## src/rtl/sensor_pkg.sv

```systemverilog
// Shared definitions for the sensor decoder back end: response-code values,
// the UART state encoding and the bit-period helper.
package sensor_pkg;

    localparam logic [7:0] RC_STATUS   = 8'h10;
    localparam logic [7:0] RC_TEMP     = 8'h13;
    localparam logic [7:0] RC_HUM      = 8'h14;
    localparam logic [7:0] RC_TEMP_MON = 8'h15;
    localparam logic [7:0] RC_HUM_MON  = 8'h16;
    localparam logic [7:0] RC_TEMP_OFF = 8'h17;
    localparam logic [7:0] RC_HUM_OFF  = 8'h18;
    localparam logic [7:0] RC_BAD_CMD  = 8'hEC;

    typedef enum logic [1:0] {
        UART_IDLE  = 2'd0,
        UART_START = 2'd1,
        UART_DATA  = 2'd2,
        UART_STOP  = 2'd3
    } uart_state_t;

    function automatic int clks_per_bit(input int clock_freq, input int baud_rate);
        return clock_freq / baud_rate;
    endfunction

endpackage

```

## src/rtl/uart_tx_byte.sv

```systemverilog
// 8N1 transmitter for a single byte. ready is also raised in the last STOP
// cycle so a following byte can start with no idle gap on the line.
module uart_tx_byte
    import sensor_pkg::*;
#(
    parameter int CLKS_PER_BIT = 5208
) (
    input  logic       clock,
    input  logic       reset,
    input  logic       start,
    input  logic [7:0] data,
    output logic       tx,
    output logic       ready
);

    localparam int CNT_W = (CLKS_PER_BIT > 1) ? $clog2(CLKS_PER_BIT) : 1;

    uart_state_t      state_reg, state_next;
    logic [CNT_W-1:0] clk_cnt_reg, clk_cnt_next;
    logic [2:0]       bit_idx_reg, bit_idx_next;
    logic [7:0]       data_reg, data_next;
    logic             tx_reg, tx_next;
    logic             bit_done;

    assign bit_done = (clk_cnt_reg == CNT_W'(CLKS_PER_BIT - 1));
    assign ready    = (state_reg == UART_IDLE) || ((state_reg == UART_STOP) && bit_done);
    assign tx       = tx_reg;

    always_ff @(posedge clock or posedge reset) begin
        if (reset) begin
            state_reg   <= UART_IDLE;
            clk_cnt_reg <= '0;
            bit_idx_reg <= '0;
            data_reg    <= '0;
            tx_reg      <= 1'b1;
        end else begin
            state_reg   <= state_next;
            clk_cnt_reg <= clk_cnt_next;
            bit_idx_reg <= bit_idx_next;
            data_reg    <= data_next;
            tx_reg      <= tx_next;
        end
    end

    always_comb begin
        state_next   = state_reg;
        clk_cnt_next = clk_cnt_reg;
        bit_idx_next = bit_idx_reg;
        data_next    = data_reg;
        tx_next      = 1'b1;

        unique case (state_reg)
            UART_IDLE: begin
                clk_cnt_next = '0;
                if (start) begin
                    data_next    = data;
                    bit_idx_next = '0;
                    state_next   = UART_START;
                end
            end
            UART_START: begin
                if (bit_done) begin
                    clk_cnt_next = '0;
                    bit_idx_next = '0;
                    state_next   = UART_DATA;
                end else begin
                    clk_cnt_next = clk_cnt_reg + CNT_W'(1);
                end
            end
            UART_DATA: begin
                if (bit_done) begin
                    clk_cnt_next = '0;
                    if (bit_idx_reg == 3'd7) begin
                        state_next = UART_STOP;
                    end else begin
                        bit_idx_next = bit_idx_reg + 3'd1;
                    end
                end else begin
                    clk_cnt_next = clk_cnt_reg + CNT_W'(1);
                end
            end
            UART_STOP: begin
                if (bit_done) begin
                    clk_cnt_next = '0;
                    if (start) begin
                        data_next    = data;
                        bit_idx_next = '0;
                        state_next   = UART_START;
                    end else begin
                        state_next = UART_IDLE;
                    end
                end else begin
                    clk_cnt_next = clk_cnt_reg + CNT_W'(1);
                end
            end
            default: state_next = UART_IDLE;
        endcase

        // Line level follows the state being entered, so tx is a clean flop output.
        unique case (state_next)
            UART_START: tx_next = 1'b0;
            UART_DATA:  tx_next = data_next[bit_idx_next];
            default:    tx_next = 1'b1;
        endcase
    end

endmodule

```

## src/rtl/sensor_response_tx.sv

```systemverilog
// Captures decoder {code, value} pairs on the finished rising edge, buffers
// them in a small FIFO and sends each pair to the host as two UART bytes.
module sensor_response_tx
    import sensor_pkg::*;
#(
    parameter int CLOCK_FREQ = 50_000_000,
    parameter int BAUD_RATE  = 9600,
    parameter int FIFO_DEPTH = 4
) (
    input  logic       clock,
    input  logic       reset,
    input  logic       finished,
    input  logic [7:0] response_code,
    input  logic [7:0] response,
    output logic       tx,
    output logic       busy,
    output logic       dropped
);

    localparam int CLKS_PER_BIT = clks_per_bit(CLOCK_FREQ, BAUD_RATE);
    localparam int PTR_W        = $clog2(FIFO_DEPTH);
    localparam int CNT_W        = PTR_W + 1;

    logic             finished_d_reg;
    logic             capture_reg;
    logic [15:0]      word_reg;

    logic [15:0]      mem [FIFO_DEPTH];
    logic [PTR_W-1:0] wr_ptr_reg, rd_ptr_reg;
    logic [CNT_W-1:0] count_reg, count_next;
    logic             full, empty, push_ok, pop;
    logic [15:0]      head;

    logic [15:0]      shift_word_reg, shift_word_next;
    logic             byte_sel_reg, byte_sel_next;
    logic             in_flight_reg, in_flight_next;
    logic             dropped_reg;

    logic             uart_start, uart_ready;
    logic [7:0]       uart_data;

    // The edge is registered together with its data so the pushed word is
    // exactly the pair present when finished was first seen high.
    always_ff @(posedge clock or posedge reset) begin
        if (reset) begin
            finished_d_reg <= 1'b0;
            capture_reg    <= 1'b0;
            word_reg       <= '0;
        end else begin
            finished_d_reg <= finished;
            capture_reg    <= finished & ~finished_d_reg;
            word_reg       <= {response_code, response};
        end
    end

    assign full    = (count_reg == CNT_W'(FIFO_DEPTH));
    assign empty   = (count_reg == '0);
    assign push_ok = capture_reg && (!full || pop);
    assign head    = mem[rd_ptr_reg];

    always_ff @(posedge clock) begin
        if (push_ok) begin
            mem[wr_ptr_reg] <= word_reg;
        end
    end

    always_comb begin
        count_next = count_reg;
        unique case ({push_ok, pop})
            2'b10:   count_next = count_reg + CNT_W'(1);
            2'b01:   count_next = count_reg - CNT_W'(1);
            default: count_next = count_reg;
        endcase
    end

    // Two-byte sequencer: on each ready either send the pending value byte or
    // pop the next pair and send its code byte.
    always_comb begin
        pop             = 1'b0;
        uart_start      = 1'b0;
        uart_data       = shift_word_reg[7:0];
        shift_word_next = shift_word_reg;
        byte_sel_next   = byte_sel_reg;

        if (uart_ready) begin
            if (byte_sel_reg) begin
                uart_start    = 1'b1;
                byte_sel_next = 1'b0;
            end else if (!empty) begin
                pop             = 1'b1;
                uart_start      = 1'b1;
                uart_data       = head[15:8];
                shift_word_next = head;
                byte_sel_next   = 1'b1;
            end
        end

        in_flight_next = uart_start ? 1'b1 : (uart_ready ? 1'b0 : in_flight_reg);
    end

    always_ff @(posedge clock or posedge reset) begin
        if (reset) begin
            wr_ptr_reg     <= '0;
            rd_ptr_reg     <= '0;
            count_reg      <= '0;
            shift_word_reg <= '0;
            byte_sel_reg   <= 1'b0;
            in_flight_reg  <= 1'b0;
            dropped_reg    <= 1'b0;
        end else begin
            if (push_ok) wr_ptr_reg <= wr_ptr_reg + PTR_W'(1);
            if (pop)     rd_ptr_reg <= rd_ptr_reg + PTR_W'(1);
            count_reg      <= count_next;
            shift_word_reg <= shift_word_next;
            byte_sel_reg   <= byte_sel_next;
            in_flight_reg  <= in_flight_next;
            dropped_reg    <= capture_reg && full && !pop;
        end
    end

    uart_tx_byte #(
        .CLKS_PER_BIT (CLKS_PER_BIT)
    ) u_uart (
        .clock (clock),
        .reset (reset),
        .start (uart_start),
        .data  (uart_data),
        .tx    (tx),
        .ready (uart_ready)
    );

    assign busy    = !empty || byte_sel_reg || in_flight_reg;
    assign dropped = dropped_reg;

endmodule
```

## config.mk

```make
export PLATFORM = sky130hd
export DESIGN_NAME = sensor_response_tx
export DESIGN_NICKNAME = d
export VERILOG_FILES = /design/src/rtl/sensor_pkg.sv /design/src/rtl/uart_tx_byte.sv /design/src/rtl/sensor_response_tx.sv
export SDC_FILE = /design/constraint.sdc
export NUM_CORES = 1
export LEC_CHECK = 0
export CORE_ASPECT_RATIO = 0.7
export CORE_MARGIN = 2
export CORE_UTILIZATION = 50
export CTS_CLUSTER_DIAMETER = 30
export CTS_CLUSTER_SIZE = 20
export DETAILED_ROUTE_END_ITERATION = 16
export MAX_ROUTING_LAYER = met4
export PLACE_DENSITY_LB_ADDON = 0.3
export SYNTH_ARGS = -nofsm -noshare
export SYNTH_HDL_FRONTEND = slang
export SYNTH_SLANG_ARGS = --single-unit
```

## constraint.sdc

```tcl
create_clock -name clock -period 4.2 [get_ports clock]
set_input_delay 0.63 -clock clock [delete_from_list [all_inputs] [get_ports clock]]
set_output_delay 0.63 -clock clock [all_outputs]
set_load 0.02 [all_outputs]
```

==> run summary, run 1 <==
Outcome -> finished, final reports clean
WHS Path Cells -> 1
CTS tree -> built
FF-to-FF End -> count_reg[2]$_DFFE_PP0P_
Reg2Reg Launch Point -> u_uart.clk_cnt_reg[0]$_DFF_PP0_
Switch share -> 31.2%
Period minus WS final -> 3.17 ns
P_leak -> 0.00243 uW
Worst Skew -> 0.0103 ns
Crit path DAT -> 3.51 ns
Number of global-route vias before repair -> 2783
Share of layout cells above drive strength 1 -> 22.6%
CTS buffer count -> 17
Register area share after synthesis -> 67.2%
Die height -> 89.4 um
Switch Pwr -> 1290 uW
CTS Sinks -> 127
Setup CP Type -> flop to flop
Root Driver -> clkbuf_16
Critical Path End Type -> flop
Syn Inst Count -> 324
Worst hold path class -> flop to flop
Synthesized area per cell -> 16.1 um2
First-pass GRT wire length -> 14900 um
IO buf count -> 21
Sum of negative setup slack -> 0 ns
Worst setup margin -> 1.03 ns
Most common cell after layout, fill and taps aside -> edfxtp_1
WL final -> 9080 um
Slew Limit Fails -> 0
F_max -> 0.315 GHz
H-tree depth -> 4
Max-cap violation count -> 0
Resize count post-CTS -> 0
RSZ-0062 raised after global routing -> false
Detail Placement HPWL -> 5980 um
Crit Path Max Fanout -> 14
Nets -> 391
Part of the power in the clock network -> 33.8%
Max VDD drop -> 0.347 mV
Main synth FF type -> edfxtp_1
Row cnt -> 31
1st-pass router iterations -> 4
Pre-CTS setup slack -> 1.01 ns
Total GRT Usage -> 18.6%
Most frequent cells in the layout -> edfxtp_1, dfrtp_1, clkdlybuf4s50_1
Crit-path max cell delay -> 0.46 ns
Largest net degree at the start of global routing -> 36
WHS Endpoint -> capture_reg$_DFF_PP0_
Share of the synthesized area in the top cell type -> 36.9%
Critical path's slowest cell -> a41oi_1
Io pins -> 22
Combinational power share -> 25.3%
Fin crit share -> 75.6%
Area leader, netlist -> edfxtp_1
Worst R2R Setup Slack -> 1.03 ns
Final hold vios -> 0
Post-synthesis register bit count -> 127
Flop pwr share -> 41.0%
CTS Hold Bufs -> 0
Reg clk slew, reported paths -> 0.06 ns
First-iteration detailed-routing DRC count -> 223
Area contributors post-synth -> edfxtp_1, dfrtp_1, mux4_2, mux2_2, ha_1
Setup-failing EPs final -> 0
PwrDens -> 671 nW/um2
Synth cell types -> 56
Initial antenna violation count -> 0
Initial Utilization -> 50.9%
Longest Clk Path Bufs -> 2
Placer Congestion -> 0.872
Layout area overhead -> 18.1%
Relative slew slack -> 38.0%
DRC viols -> 0
Synth Warn # -> 0
Antenna-violating nets left -> 0
Max reg flops -> 64
Placeable core region -> 10200 um2
Pin slew with the least headroom to its limit -> 0.922 ns
Critical-path cell list -> ha_1, and4bb_2, a41oi_1, nor3_2, buf_4, o21a_1, inv_1, ha_1, inv_1, fa_1, xor2_1, nor2_1, xor2_1
Post-CTS Setup Inserts -> 0
Post-Syn Nets -> 356
Number of synthesized flops with an enable pin -> 64
Req. time, crit path -> 4.53 ns
N_diodes -> 0
Reg2Reg Depth -> 13
Vias per Instance -> 5.44
DIE WIDTH -> 126 um
Gr ovfl total -> 0
Clock Latency Late Sink -> 0.42 ns
Die area -> 11300 um2
P_int -> 2840 uW
Mapped Area -> 5210 um2
Hold Startpoint -> finished_d_reg$_DFF_PP0_
Crit start category -> flop
Async SR Flop Fraction -> 49.6%
WL/cell -> 18.0 um
Total number of vias -> 2744
cell families after synthesis:
family          synth area share [%]
compound gates                  6.66
buf+inv                         2.02
xor+xnor                        3.03
flops                           67.2
fa+ha+maj                       3.27
mux                             10.9
simple gates                    6.90
worst max-delay path: cells and delay by family (launching register included):
kind / cells / cell delay, ns
buffers and inverters: 3 / 0.35
adders and majority gates: 3 / 0.81
and+or+nand+nor: 3 / 0.49
AOI/OAI and AO/OA: 2 / 0.73
DFF: 1 / 0.41
xor gates and xnor gates: 2 / 0.29
power by group through the flow:
stage	combinational, uW	clock (uW)	sequential [uW]
floorplan	833	0	1640
global placement	1020	0	1700
detailed placement	1050	0	1710
CTS	1060	1420	1690
global route	1150	1470	1720
finish	1040	1390	1690
metrics by stage:
stage	instances	total power, uW	util (%)	area, um2	hold WS, ns
finish	504	4120	60.1	6150	0.395
detailed placement	472	2760	54.5	5580	0.385
CTS	504	4160	60.1	6150	0.394
global placement	472	2720	54.5	5580	0.382
floorplan	324	2470	-	5210	0.378
global route	504	4340	60.1	6150	0.422
final cells by class:
class                   instances  area, um2
repair buffers                 25        240
well taps                     132        165
clock inverters                15        144
flip-flops and latches        127       3500
fillers                       771       4090
multi-input cells             170       1610
clock buffers                  17        425
inverters                      18       67.6
cell usage after synthesis, types with 7 or more instances:
library cell / n
xor2_1: 9
dfrtp_1: 62
ha_1: 12
nand2_1: 7
mux4_2: 16
nand3_1: 10
mux2_2: 15
xnor2_1: 9
edfxtp_1: 64
a22oi_1: 7
nor2_1: 19
inv_1: 18
how the worst max path moves through the flow:
stage / endpoint / cells past startpoint / start
detailed placement: count_reg[2]$_DFFE_PP0P_ / 13 / u_uart.clk_cnt_reg[0]$_DFF_PP0_
global route: count_reg[2]$_DFFE_PP0P_ / 13 / u_uart.clk_cnt_reg[0]$_DFF_PP0_
floorplan: count_reg[2]$_DFFE_PP0P_ / 11 / u_uart.clk_cnt_reg[0]$_DFF_PP0_
CTS: count_reg[2]$_DFFE_PP0P_ / 13 / u_uart.clk_cnt_reg[0]$_DFF_PP0_
global placement: count_reg[2]$_DFFE_PP0P_ / 13 / u_uart.clk_cnt_reg[0]$_DFF_PP0_
finish: count_reg[2]$_DFFE_PP0P_ / 13 / u_uart.clk_cnt_reg[0]$_DFF_PP0_
routing by layer:
layer / global-route usage (%) / wire [um] / vias up
li1: - / - / 1292
met4: 6.29 / 69 / 0
met5: - / 0 / -
met1: 26.3 / 4670 / 1395
met3: 5.80 / 356 / 7
met2: 25.7 / 3990 / 50
No activity file was read; power rests on OpenSTA's default activity.
==> inputs of run 2 (changes only) <==
clock period = 3 ns   (was 4.2 ns; I/O delays follow)
==> run summary, run 2 (synthesized netlist as in run 1, its figures left out) <==
Most common cell after layout, fill and taps aside -> edfxtp_1
F_max -> 0.363 GHz (+15%)
WP buf/inv -> 2 (-1)
FF-to-FF End -> count_reg[2]$_DFFE_PP0P_
WHS Endpoint -> capture_reg$_DFF_PP0_
WHS Path Cells -> 1 (unchanged)
Busiest layer in global routing -> met2
Worst setup margin -> 0.242 ns (-0.785 ns)
Gr ovfl total -> 0 (unchanged)
Util after Layout -> 60.9% (+0.86 points)
Clock Latency Late Sink -> 0.41 ns (about the same)
Crit path DAT -> 3.10 ns (-0.41 ns)
Req. time, crit path -> 3.34 ns (-1.19 ns)
Longest Clk Path Bufs -> 2 (unchanged)
CTS tree -> built
H-tree depth -> 4 (unchanged)
Die area -> 11300 um2 (unchanged)
N_diodes -> 0 (unchanged)
P_leak -> 0.00247 uW (+1.6%)
DRC viols -> 0 (unchanged)
Resize count post-CTS -> 0 (unchanged)
Largest net degree at the start of global routing -> 64 (+78%)
1st-pass router iterations -> 4 (unchanged)
Root Driver -> clkbuf_16
Initial antenna violation count -> 0 (unchanged)
Layout area overhead -> 19.8%
Cell Count, Final, Fillers Out -> 513 (+1.8%)
Multi-input logic area -> 1610 um2 (unchanged)
Crit start category -> flop
Relative slew slack -> 53.1% (+15 points)
Slew Limit Fails -> 0 (unchanged)
WL final -> 9410 um (+3.6%)
# fillers -> 788 (+2.2%)
Pre-CTS setup slack -> 0.263 ns (-0.748 ns)
Reg clk slew, reported paths -> 0.06 ns (about the same)
Row cnt -> 31 (unchanged)
Outcome -> finished, final reports clean
Number of global-route vias before repair -> 2939 (+5.6%)
Met3 usage -> 6.70% (+0.90 points)
Io pins -> 22 (unchanged)
Placer Congestion -> 0.813 (-6.7%)
Crit Path Max Fanout -> 7 (-7)
GR Util met2 -> 29.2% (+3.5 points)
Period minus WS final -> 2.76 ns (-0.415 ns)
Critical-path cell list -> ha_1, and4bb_2, a41oi_1, nor3_2, o21a_1, inv_1, ha_1, inv_1, fa_1, xor2_1, nor2_1, xor2_1
DIE WIDTH -> 126 um (unchanged)
Setup-failing EPs final -> 0 (unchanged)
Antenna-violating nets left -> 0 (unchanged)
WL/cell -> 18.3 um (+1.8%)
Most frequent cells in the layout -> edfxtp_1, dfrtp_1, clkdlybuf4s50_1
First-iteration detailed-routing DRC count -> 255 (+14%)
Fin crit share -> 91.9% (+16 points)
Placeable core region -> 10200 um2 (unchanged)
Detail Placement HPWL -> 5730 um (-4.1%)
Crit-path max cell delay -> 0.41 ns (-0.05 ns)
Sequential Area -> 3500 um2 (unchanged)
Met1 global-route usage -> 24.7% (-1.6 points)
Vias per Instance -> 5.58 (+2.6%)
Final hold vios -> 0 (unchanged)
First-pass GRT wire length -> 15500 um (+4.0%)
Nets -> 400 (+2.3%)
Post-CTS Setup Inserts -> 0 (unchanged)
Initial Utilization -> 50.9% (unchanged)
Setup CP Type -> flop to flop
Share of layout cells above drive strength 1 -> 24.1% (+1.6 points)
Pin slew with the least headroom to its limit -> 0.701 ns (-0.221 ns)
Worst R2R Setup Slack -> 0.24 ns (-0.78 ns)
Max VDD drop -> 0.476 mV (+37%)
Total number of vias -> 2865 (+4.4%)
CTS Hold Bufs -> 0 (unchanged)
Die height -> 89.4 um (unchanged)
Reg2Reg Depth -> 12 (-1)
CTS buffer count -> 17 (unchanged)
Hold Startpoint -> finished_d_reg$_DFF_PP0_
Placed Cells -> 481 (+1.9%)
Total GRT Usage -> 19.2% (+0.59 points)
Sum of negative setup slack -> 0 ns (unchanged)
Final hold slack -> 0.393 ns (-0.00208 ns)
PwrDens -> 934 nW/um2 (+39%)
Worst hold path class -> flop to flop
Critical path's slowest cell -> dfrtp_1
RSZ-0062 raised after global routing -> false
Critical Path End Type -> flop
Reg2Reg Launch Point -> u_uart.clk_cnt_reg[0]$_DFF_PP0_
Max-cap violation count -> 0 (unchanged)
Worst Skew -> 0.00940 ns (-0.000950 ns)
Max reg flops -> 64 (unchanged)
Crit-path leading delay family -> adder cells
CTS Sinks -> 127 (unchanged)
IO buf count -> 21 (unchanged)
run 2: power breakdown:
group          switching (uW)  leakage, uW  internal [uW]
clock                     790     0.000264           1150
combinational             760     0.000838            776
sequential                200      0.00137           2150
total                    1750      0.00247           4070
run 2: how the worst max path moves through the flow:
| stage | end | from | slack, ns | cells after the start |
|---|---|---|---|---|
| 4_1_cts | count_reg[2]$_DFFE_PP0P_ | u_uart.clk_cnt_reg[0]$_DFF_PP0_ | 0.23 | 12 |
| 3_5_place_dp | count_reg[2]$_DFFE_PP0P_ | u_uart.clk_cnt_reg[0]$_DFF_PP0_ | 0.26 | 12 |
| 3_3_place_gp | count_reg[2]$_DFFE_PP0P_ | u_uart.clk_cnt_reg[0]$_DFF_PP0_ | 0.35 | 12 |
| 2_1_floorplan | count_reg[2]$_DFFE_PP0P_ | u_uart.clk_cnt_reg[0]$_DFF_PP0_ | 0.10 | 11 |
| 6_report | count_reg[2]$_DFFE_PP0P_ | u_uart.clk_cnt_reg[0]$_DFF_PP0_ | 0.24 | 12 |
| 5_1_grt | count_reg[2]$_DFFE_PP0P_ | u_uart.clk_cnt_reg[0]$_DFF_PP0_ | 0.01 | 12 |
run 2: cell type report:
type                       instances  area share [%]
timing repair buffer              34            5.34
inverter                          18            1.08
multi-input combinational        170            25.8
sequential                       127            56.1
clock buffer                      18            6.88
tap                              132            2.65
clock inverter                    14            2.17
run 2: metrics by stage:
| step | area [um2] | power [uW] |
|---|---|---|
| floorplan | 5210 | 3460 |
| global placement | 5670 | 3850 |
| detailed placement | 5670 | 3900 |
| CTS | 6240 | 5880 |
| global route | 6240 | 6120 |
| finish | 6240 | 5820 |
run 2: per-layer routing:
layer	routed length, um	vias to the layer above	part of all wire (%)
li1	-	1297	-
met1	4450	1483	47
met2	4430	78	47
met3	464	7	4.9
met4	64	0	0.68
met5	0	-	0
==> inputs of run 3 (changes only) <==
ABC_CLOCK_PERIOD_IN_PS = 3000   (was not set)
==> results of run 3 <==
No change in the layout: final DEF, timing and power equal those of run 2.
